### src/rtl/vga_stream_pkg.sv
// Shared definitions for the VGA stream sink: frame defaults, FSM encoding, pixel repack.
package vga_stream_pkg;

  localparam int DEF_H_PIXELS = 640;
  localparam int DEF_V_PIXELS = 480;
  localparam int FRAME_PIXELS = DEF_H_PIXELS * DEF_V_PIXELS;

  typedef enum logic [1:0] {
    ST_IDLE = 2'd0,
    ST_RECV = 2'd1,
    ST_DROP = 2'd2
  } sink_state_t;

  // Keep the top eight bits of each 10-bit channel; truncation, no rounding.
  function automatic logic [23:0] rgb30_to_rgb24(input logic [29:0] px);
    return {px[29:22], px[19:12], px[9:2]};
  endfunction

endpackage

### src/rtl/vga_sink_wr_stage.sv
// Output register for the sink: write request, address/data and the frame status pulses.
// Owns the ready term so back-pressure follows the held write directly.
module vga_sink_wr_stage #(
  parameter int ADDR_W = 19
) (
  input  logic              clk,
  input  logic              rst,
  input  logic              load,
  input  logic              wr,
  input  logic [ADDR_W-1:0] addr,
  input  logic [23:0]       data,
  input  logic              done,
  input  logic              err,
  input  logic              wr_wait,
  output logic              ready,
  output logic              wr_en,
  output logic [ADDR_W-1:0] wr_addr,
  output logic [23:0]       wr_data,
  output logic              frame_done,
  output logic              frame_error
);

  assign ready = !rst && (!wr_en || !wr_wait);

  // Load on an accepted beat; otherwise hold a stalled write or retire a completed one.
  always_ff @(posedge clk or posedge rst) begin
    if (rst) begin
      wr_en       <= 1'b0;
      wr_addr     <= {ADDR_W{1'b0}};
      wr_data     <= 24'd0;
      frame_done  <= 1'b0;
      frame_error <= 1'b0;
    end else begin
      frame_done  <= load & done;
      frame_error <= load & err;
      if (load) begin
        wr_en <= wr;
        if (wr) begin
          wr_addr <= addr;
          wr_data <= data;
        end else begin
          wr_addr <= wr_addr;
          wr_data <= wr_data;
        end
      end else if (!wr_wait) begin
        wr_en <= 1'b0;
      end else begin
        wr_en <= wr_en;
      end
    end
  end

endmodule

### src/rtl/vga_stream_sink.sv
// Avalon-ST sink for 30-bit RGB frames: framing check, 24-bit repack, linear-address writes.
// Optional err_count output when VGA_SINK_ERRCNT_EN is defined.
module vga_stream_sink
  import vga_stream_pkg::*;
#(
  parameter int H_PIXELS = DEF_H_PIXELS,
  parameter int V_PIXELS = DEF_V_PIXELS,
  parameter int ADDR_W   = 19
) (
  input  logic              clock_vga,
  input  logic              reset,
  input  logic [29:0]       avalon_streaming_sink_data,
  input  logic              avalon_streaming_sink_startofpacket,
  input  logic              avalon_streaming_sink_endofpacket,
  input  logic              avalon_streaming_sink_valid,
  output logic              avalon_streaming_sink_ready,
  output logic [ADDR_W-1:0] wr_addr,
  output logic [23:0]       wr_data,
  output logic              wr_en,
  input  logic              wr_wait,
  output logic [9:0]        col,
  output logic [9:0]        row,
  output logic              frame_done,
  output logic              frame_error
`ifdef VGA_SINK_ERRCNT_EN
  ,
  output logic [15:0]       err_count
`endif
);

  localparam int                FRAME    = H_PIXELS * V_PIXELS;
  localparam logic [ADDR_W-1:0] LAST_IDX = ADDR_W'(FRAME - 1);
  localparam logic [ADDR_W-1:0] ONE      = ADDR_W'(1);
  localparam logic [9:0]        LAST_COL = 10'(H_PIXELS - 1);

  sink_state_t       state_r, state_n;
  logic [ADDR_W-1:0] cnt_r, cnt_n, idx_s;
  logic [9:0]        col_r, row_r, col_n, row_n, base_col_s, base_row_s;
  logic              accept_s, in_frame_s, wr_s, done_s, err_s;
  logic              sop, eop;

  assign sop      = avalon_streaming_sink_startofpacket;
  assign eop      = avalon_streaming_sink_endofpacket;
  assign accept_s = avalon_streaming_sink_valid & avalon_streaming_sink_ready;
  assign col      = col_r;
  assign row      = row_r;

  // SOP always restarts at index 0 (an SOP+EOP beat is an SOP whose EOP then closes the frame).
  always_comb begin
    idx_s      = sop ? {ADDR_W{1'b0}} : cnt_r;
    base_col_s = sop ? 10'd0 : col_r;
    base_row_s = sop ? 10'd0 : row_r;
    in_frame_s = sop | (state_r == ST_RECV);
    wr_s       = 1'b0;
    done_s     = 1'b0;
    err_s      = 1'b0;
    state_n    = state_r;
    cnt_n      = cnt_r;
    col_n      = col_r;
    row_n      = row_r;
    if (in_frame_s) begin
      wr_s  = 1'b1;
      err_s = sop & (state_r == ST_RECV);
      if (eop || (idx_s == LAST_IDX)) begin
        cnt_n = {ADDR_W{1'b0}};
        col_n = 10'd0;
        row_n = 10'd0;
        if (eop) begin
          state_n = ST_IDLE;
          if ((idx_s == LAST_IDX) && !err_s) begin
            done_s = 1'b1;
          end else begin
            err_s = 1'b1;
          end
        end else begin
          state_n = ST_DROP;
          err_s   = 1'b1;
        end
      end else begin
        state_n = ST_RECV;
        cnt_n   = idx_s + ONE;
        if (base_col_s == LAST_COL) begin
          col_n = 10'd0;
          row_n = base_row_s + 10'd1;
        end else begin
          col_n = base_col_s + 10'd1;
          row_n = base_row_s;
        end
      end
    end else if ((state_r == ST_DROP) && eop) begin
      state_n = ST_IDLE;
    end else begin
      state_n = state_r;
    end
  end

  // FSM and position counters advance only on accepted beats.
  always_ff @(posedge clock_vga or posedge reset) begin
    if (reset) begin
      state_r <= ST_IDLE;
      cnt_r   <= {ADDR_W{1'b0}};
      col_r   <= 10'd0;
      row_r   <= 10'd0;
    end else if (accept_s) begin
      case (state_n)
        ST_IDLE, ST_RECV, ST_DROP: state_r <= state_n;
        default:                   state_r <= ST_IDLE;
      endcase
      cnt_r <= cnt_n;
      col_r <= col_n;
      row_r <= row_n;
    end else begin
      state_r <= state_r;
      cnt_r   <= cnt_r;
      col_r   <= col_r;
      row_r   <= row_r;
    end
  end

  vga_sink_wr_stage #(
    .ADDR_W (ADDR_W)
  ) u_wr_stage (
    .clk         (clock_vga),
    .rst         (reset),
    .load        (accept_s),
    .wr          (wr_s),
    .addr        (idx_s),
    .data        (rgb30_to_rgb24(avalon_streaming_sink_data)),
    .done        (done_s),
    .err         (err_s),
    .wr_wait     (wr_wait),
    .ready       (avalon_streaming_sink_ready),
    .wr_en       (wr_en),
    .wr_addr     (wr_addr),
    .wr_data     (wr_data),
    .frame_done  (frame_done),
    .frame_error (frame_error)
  );

`ifdef VGA_SINK_ERRCNT_EN
  // Saturating count of framing errors, updated together with the frame_error pulse.
  always_ff @(posedge clock_vga or posedge reset) begin
    if (reset) begin
      err_count <= 16'd0;
    end else if (accept_s && err_s && (err_count != 16'hFFFF)) begin
      err_count <= err_count + 16'd1;
    end else begin
      err_count <= err_count;
    end
  end
`endif

endmodule

### config.mk
export PLATFORM = sky130hd
export DESIGN_NAME = vga_stream_sink
export DESIGN_NICKNAME = d
export VERILOG_FILES = /design/src/rtl/vga_stream_pkg.sv /design/src/rtl/vga_sink_wr_stage.sv /design/src/rtl/vga_stream_sink.sv
export SDC_FILE = /design/constraint.sdc
export NUM_CORES = 1
export LEC_CHECK = 0
export CAP_MARGIN = 20
export CORE_UTILIZATION = 35
export DETAILED_ROUTE_END_ITERATION = 7
export GPL_TIMING_DRIVEN = 0
export SLEW_MARGIN = 0
export SYNTH_ARGS = -nofsm -noshare
export SYNTH_HDL_FRONTEND = slang
export SYNTH_HIERARCHICAL = 1
export SYNTH_SLANG_ARGS = --single-unit
### constraint.sdc
create_clock -name clock_vga -period 6.25 [get_ports clock_vga]
set_input_delay 1.5625 -clock clock_vga [delete_from_list [all_inputs] [get_ports clock_vga]]
set_output_delay 1.5625 -clock clock_vga [all_outputs]
set_load 0.03 [all_outputs]
==> results of run 1 <==
## worst max-delay path by stage
stage	from	slack [ns]	cells past startpoint	endpoint
floorplan	avalon_streaming_sink_startofpacket	2.42	12	row[5]
global placement	avalon_streaming_sink_startofpacket	0.77	13	cnt_r[14]
detailed placement	avalon_streaming_sink_startofpacket	0.74	12	cnt_r[2]
CTS	avalon_streaming_sink_startofpacket	1.10	13	row[6]
global route	avalon_streaming_sink_startofpacket	0.80	12	cnt_r[2]
finish	avalon_streaming_sink_startofpacket	1.10	13	row[6]
## routing by layer
metal	global-route usage	up-vias	share of wire
li1	-	1764	-
met4	0.0991	0	0.029
met2	0.289	164	0.44
met5	0	-	0
met1	0.254	1811	0.47
met3	0.0322	27	0.058
## critical path, delay by kind of cell
family	cells	cell delay (ns)
compound gates	2	0.40
fa+ha+maj	1	0.27
buf+inv	6	2.34
mux	1	0.17
simple gates	3	0.64
## Yosys cell counts (4+ instances only)
cell and count:
nor3_1 8, and3_1 8, buf_6 5, clkbuf_1 5
and4b_1 7, a21oi_1 16, nand3_1 17, nor2_1 13
o211ai_1 5, a21o_1 4, o22ai_1 4, and2_1 8
mux2_2 4, nand2_1 36, dfrtp_1 87, buf_2 5
or3_1 4, nor2b_1 20, o21ai_0 17, mux2i_1 4
nand4b_1 4, a31oi_1 10, inv_1 17, nand4_1 15
nor4_1 4, mux2_4 39
## power groups by stage
stage | Sequential [mW] | Combinational (mW) | Clock, mW
floorplan | 0.763 | 0.137 | 0
global placement | 0.667 | 0.386 | 0
detailed placement | 0.669 | 0.393 | 0
CTS | 0.659 | 0.395 | 0.539
global route | 0.666 | 0.416 | 0.554
finish | 0.659 | 0.391 | 0.520
## final cells by class
cell class | instances | area share
tap | 172 | 0.0355
buffer | 20 | 0.0215
inverter | 18 | 0.0112
sequential | 87 | 0.360
clock inverter | 1 | 0.00496
clock buffer | 13 | 0.0413
multi-input combinational | 295 | 0.362
timing repair buffer | 97 | 0.164
## cells by family (layout without fill, tap and decap cells)
family                   after synthesis  count (layout)  share of synthesized area
AO/OA/AOI/OAI                         83              83                      0.120
XOR/XNOR                               2               2                    0.00383
adder cells (fa/ha/maj)                3               3                    0.00822
buffers and inverters                 38             149                     0.0433
flip-flops                            87              87                      0.476
multiplexers                          47              47                      0.147
AND/OR/NAND/NOR                      160             160                      0.201
## through the flow
stage           util  cell area, µm²  instances  power [mW]
3_5_place_dp   0.456            5780        689        1.06
5_1_grt        0.478            6060        703        1.64
3_3_place_gp   0.453            5740        687        1.05
2_1_floorplan      -            4570        420       0.900
6_report       0.478            6060        703        1.57
4_1_cts        0.478            6060        703        1.59
## sequential cells by signal (all words and copies together), names as in the netlist
name	count
u_wr_stage/frame_done	1
col	10
u_wr_stage/wr_data	24
cnt_r	19
row	10
state_r	2
u_wr_stage/wr_en	1
u_wr_stage/frame_error	1
u_wr_stage/wr_addr	19
==> impl_metrics.csv, run 1 <==
group,metric,value,unit
placed_design,hpwl,8.49,mm
pwr,p_leak,2.67,nW
drt,vias_per_cell,5.36,
critical_path,timing.rr.end,"cnt_r[12]",
pwr,pwr-share-clk,0.331,
timing,fin_worst_hold_slack,0.497,ns
drt,avgRoutedWirePerCell,17.1,µm
pwr,pwr-share-seq,0.420,
critical_path,crit_path_end_kind,"flop",
yosys,seq_area_frac_synth,0.476,
finish,multiInputGateArea,0.00219,mm²
floorplanning,ios,103,
hold_path,hold_end,"row[9]",
floorplanning,start_util,0.361,
global_route,gr-total-overflow,0,
finish,final_common_cell,"clkdlybuf4s50_1",
yosys,synth.distinct_cells,61,
timing,finalSetupViolCount,0,
timing,hold_viol,0,
pwr,comb_power_share,0.249,
hold_path,whs_path_depth,1,
critical_path,worstSetupPathType,"in2reg",
critical_path,crit_slowest_cell,"clkdlybuf4s50_1",
floorplanning,die_w,116,µm
placed_design,pre_cts_slack,0.740,ns
global_route,antenna_found_initial,0,
yosys,synthTopCellsByArea,"dfrtp_1 48%, mux2_4 13%, nand2_1 3.0%",
timing,min_period_over_period,0.823,
pwr,vdd_drop_max,0.0992,mV
hold_path,hp-start,"row[9]",
clock_tree,cts_setup_buffers,0,
clock_tree,root_buffer,"clkbuf_16",
timing,finalMaxSlewViolations,0,
placed_design,gp_congestion,0.864,
yosys,yosys.area.top_type,"dfrtp_1",
yosys,ys.warnings.count,6,
finish,n_fill_cell,1212,
timing,rsz0062_at_grt,"false",
critical_path,cpPeakStageDelay,0.68,ns
pwr,p_sw_frac,0.285,
clock_tree,cts_sinks,87,
placed_design,numPortBuffers,95,
critical_path,reg2reg_slack,3.57,ns
job,maxCapViolCount,0,
clock_tree,htreeDepth,3,
yosys,ys_seq_elements,87,
critical_path,start_kind,"input port",
clock_tree,cts_tree,"built",
yosys,syn-num-nets,459,
global_route,grt.total_usage,0.188,
pwr,internal-power,1.12,mW
drt,routed_wl,12.0,mm
clock_tree,cts-hold-fix-buffers,0,
yosys,synthFlopType,"dfrtp_1",
critical_path,worstPathRequired,6.51,ns
drt,antenna_left,0,
clock_tree,clock_latency,0.34,ns
clock_tree,cts_buffers,9,
drt,drt_iter0_drc,288,
yosys,yosysTopAreaCellShare,0.476,
timing,fin_crit,5.15,ns
hold_path,min_path_type,"reg2reg",
critical_path,path_cells,"clkdlybuf4s50_1, buf_4, buf_2, buf_2, buf_1, nor2b_1, ha_1, and4_1, and4_4, a21boi_4, buf_4, a21oi_1, mux2i_1",
finish,synthToLayoutAreaGrowth,32.5,%
yosys,syn_avg_cell_area,10.9,µm²
clock_tree,cts.repair.resized,0,
critical_path,reg2reg_depth,7,
drt,drc_errors,0,
yosys,async_flop_share,1.00,
finish,nNetsFinal,567,
pwr,p_sw,0.447,mW
floorplanning,rows,41,
finish,drive_above_1_share,0.154,
critical_path,crit_fanout,10,
drt,first_pass_iters,5,
floorplanning,dieArea,0.0135,mm²
floorplanning,die_h,116,µm
clock_tree,clk_pin_slew,0.06,ns
timing,setup-tns-final,0,ns
timing,setup_ws,1.10,ns
finish,final_cell_mix,"95 x clkdlybuf4s50_1, 87 x dfrtp_1, 39 x mux2_4",
drt,via_count,3766,
critical_path,reg2reg_from,"cnt_r[0]",
finish,antennaDiodeCount,0,
global_route,grt_pass1_wl,19.4,mm
timing,relSlewSlack,0.484,
finish,register_area,0.00218,mm²
timing,tightest_slew,0.769,ns
timing,fmax,194,MHz
yosys,netlist_instances,420,
pwr,powerDensity,259,mW/mm²
critical_path,crit_arrival,5.40,ns
clock_tree,clk_path_buf_depth,2,
timing,finClkSkew,0.00608,ns
global_route,grt_start_max_net_pins,43,
run_status,run_status,"complete, no violations",
yosys,syn_area,0.00457,mm²
floorplanning,coreArea,0.0127,mm²
yosys,synth_edf_count,0,
global_route,grt_pass1_vias,3738,
No activity file was read; power rests on OpenSTA's default activity.
==> inputs of run 2 (changes only) <==
- clock period: 6.25 -> 5.3 ns (I/O delays scaled with it)
==> results of run 2 <==
Same layout as run 1 (identical final DEF). Status: complete, no violations.
Among the figures that moved: setup slack after placement 0.740 ns -> 0.0278 ns; setup slack after layout 1.10 ns -> 0.392 ns; register-to-register setup slack 3.57 ns -> 2.62 ns; total power 1.57 mW -> 1.85 mW; worst IR drop on VDD 0.0992 mV -> 0.117 mV
==> inputs of run 3 (changes only) <==
- PLACE_DENSITY: unset -> 0.65
==> impl_metrics.csv, run 3 (synthesis results as in run 1) <==
group,metric,value,unit
run_status,run_status,"complete, no violations",
timing,min_period_over_period,0.921,
critical_path,worstSetupPathType,"in2reg",
finish,largest_reg_flops,24,
critical_path,start_kind,"input port",
finish,antennaDiodeCount,0,
finish,nNetsFinal,567,
global_route,antenna_found_initial,0,
floorplanning,die_h,116,µm
drt,antenna_left,0,
floorplanning,coreArea,0.0127,mm²
clock_tree,clk_pin_slew,0.06,ns
pwr,p_leak,2.69,nW
timing,fmax,205,MHz
floorplanning,start_util,0.361,
timing,rsz0062_at_grt,"false",
pwr,powerDensity,307,mW/mm²
timing,hold_viol,0,
clock_tree,clock_latency,0.34,ns
clock_tree,cts-hold-fix-buffers,0,
finish,drive_above_1_share,0.163,
finish,n_fill_cell,1199,
timing,setup-tns-final,0,ns
pwr,vdd_drop_max,0.160,mV
finish,max_flop_register,"u_wr_stage/wr_data",
finish,reg_top3,"u_wr_stage/wr_data (24), cnt_r (19), u_wr_stage/wr_addr (19)",
clock_tree,root_buffer,"clkbuf_16",
clock_tree,htreeDepth,3,
pwr,finalPower,1.86,mW
timing,fin_crit,4.88,ns
timing,tightest_slew,0.692,ns
floorplanning,die_w,116,µm
clock_tree,cts.repair.resized,0,
finish,multiInputGateArea,0.00219,mm²
floorplanning,dieArea,0.0135,mm²
placed_design,numPortBuffers,95,
job,maxCapViolCount,0,
clock_tree,cts_setup_buffers,0,
timing,finalSetupViolCount,0,
drt,drt_iter0_drc,194,
drt,vias_per_cell,5.39,
critical_path,worstPathRequired,5.57,ns
global_route,grt_pass1_vias,3719,
finish,final_cell_mix,"95 x clkdlybuf4s50_1, 87 x dfrtp_1, 39 x mux2_4",
critical_path,crit_arrival,5.15,ns
global_route,grt_pass1_wl,19.5,mm
drt,drc_errors,0,
placed_design,hpwl,8.52,mm
critical_path,crit_fanout,10,
global_route,grt.total_usage,0.190,
clock_tree,cts_tree,"built",
placed_design,gp_congestion,0.873,
clock_tree,cts_buffers,9,
timing,finClkSkew,0.00536,ns
drt,routed_wl,12.1,mm
global_route,gr-total-overflow,0,
critical_path,crit_path_end_kind,"flop",
hold_path,min_path_type,"reg2reg",
drt,avgRoutedWirePerCell,17.2,µm
clock_tree,cts_sinks,87,
timing,relSlewSlack,0.536,
floorplanning,ios,103,
drt,via_count,3797,
finish,synthToLayoutAreaGrowth,32.9,%
finish,register_area,0.00218,mm²
floorplanning,rows,41,
drt,first_pass_iters,5,
clock_tree,clk_path_buf_depth,2,
timing,finalMaxSlewViolations,0,
global_route,grt_start_max_net_pins,42,
finish,final_common_cell,"clkdlybuf4s50_1",
## run 3: cell count changes in the layout (fill, tap and decap cells not counted), sizes merged
cell / previous run / this run
clkinv: 0 / 3
bufinv: 1 / 0
## run 3: cell type report
| class | count | area share |
|---|---|---|
| multi-input cells | 295 | 0.361 |
| repair buffers | 97 | 0.163 |
| inverters | 18 | 0.0111 |
| plain buffers | 20 | 0.0214 |
| flip-flops and latches | 87 | 0.359 |
| clock buffers | 13 | 0.0462 |
| clock inverters | 3 | 0.00247 |
| well taps | 172 | 0.0354 |
## run 3: worst paths after layout
kind | startpoint | cells past startpoint | to | slack (ns)
min in group asynchronous | reset | 2 | u_wr_stage/wr_data[8] | 1.28
hold reg to reg | u_wr_stage/wr_data[6] | 1 | u_wr_stage/wr_data[6] | 0.51
max in group asynchronous | reset | 3 | u_wr_stage/wr_addr[13] | 3.56
setup / recovery | avalon_streaming_sink_startofpacket | 13 | col[3] | 0.42
setup reg to reg | cnt_r[0] | 8 | row[7] | 2.68
hold / removal | u_wr_stage/wr_data[6] | 1 | u_wr_stage/wr_data[6] | 0.51
## run 3: routing by layer
metal,global-route usage,vias to the layer above,wire (µm)
met3,0.0311,24,650
met1,0.250,1866,5500
met4,0.0932,0,289
met2,0.303,147,5670
met5,0,-,0
li1,-,1760,-
## run 3: per-stage QoR
| stage | hold slack, ns | area (µm²) | utilization | setup WS [ns] | cells |
|---|---|---|---|---|---|
| 6_report | 0.507 | 6070 | 0.479 | 0.417 | 705 |
| 4_1_cts | 0.512 | 6070 | 0.479 | 0.464 | 705 |
| 3_3_place_gp | 0.491 | 5740 | 0.453 | 0.135 | 687 |
| 2_1_floorplan | 0.472 | 4570 | - | 1.70 | 420 |
| 3_5_place_dp | 0.495 | 5780 | 0.456 | 0.0934 | 689 |
| 5_1_grt | 0.519 | 6070 | 0.479 | 0.215 | 705 |
## run 3: worst max-delay path, stage by stage
cell	delay, ns
clkdlybuf4s50_1	0.70
buf_4	0.26
buf_2	0.27
buf_2	0.31
buf_1	0.51
nor2b_1	0.15
ha_1	0.26
and4_1	0.25
and4_4	0.22
a21boi_4	0.35
buf_4	0.27
nand3_1	0.10
a21oi_1	0.16
## run 3: power breakdown
| part | switching (mW) | internal [mW] |
|---|---|---|
| sequential | 0.0462 | 0.731 |
| combinational | 0.243 | 0.219 |
| clock | 0.256 | 0.367 |
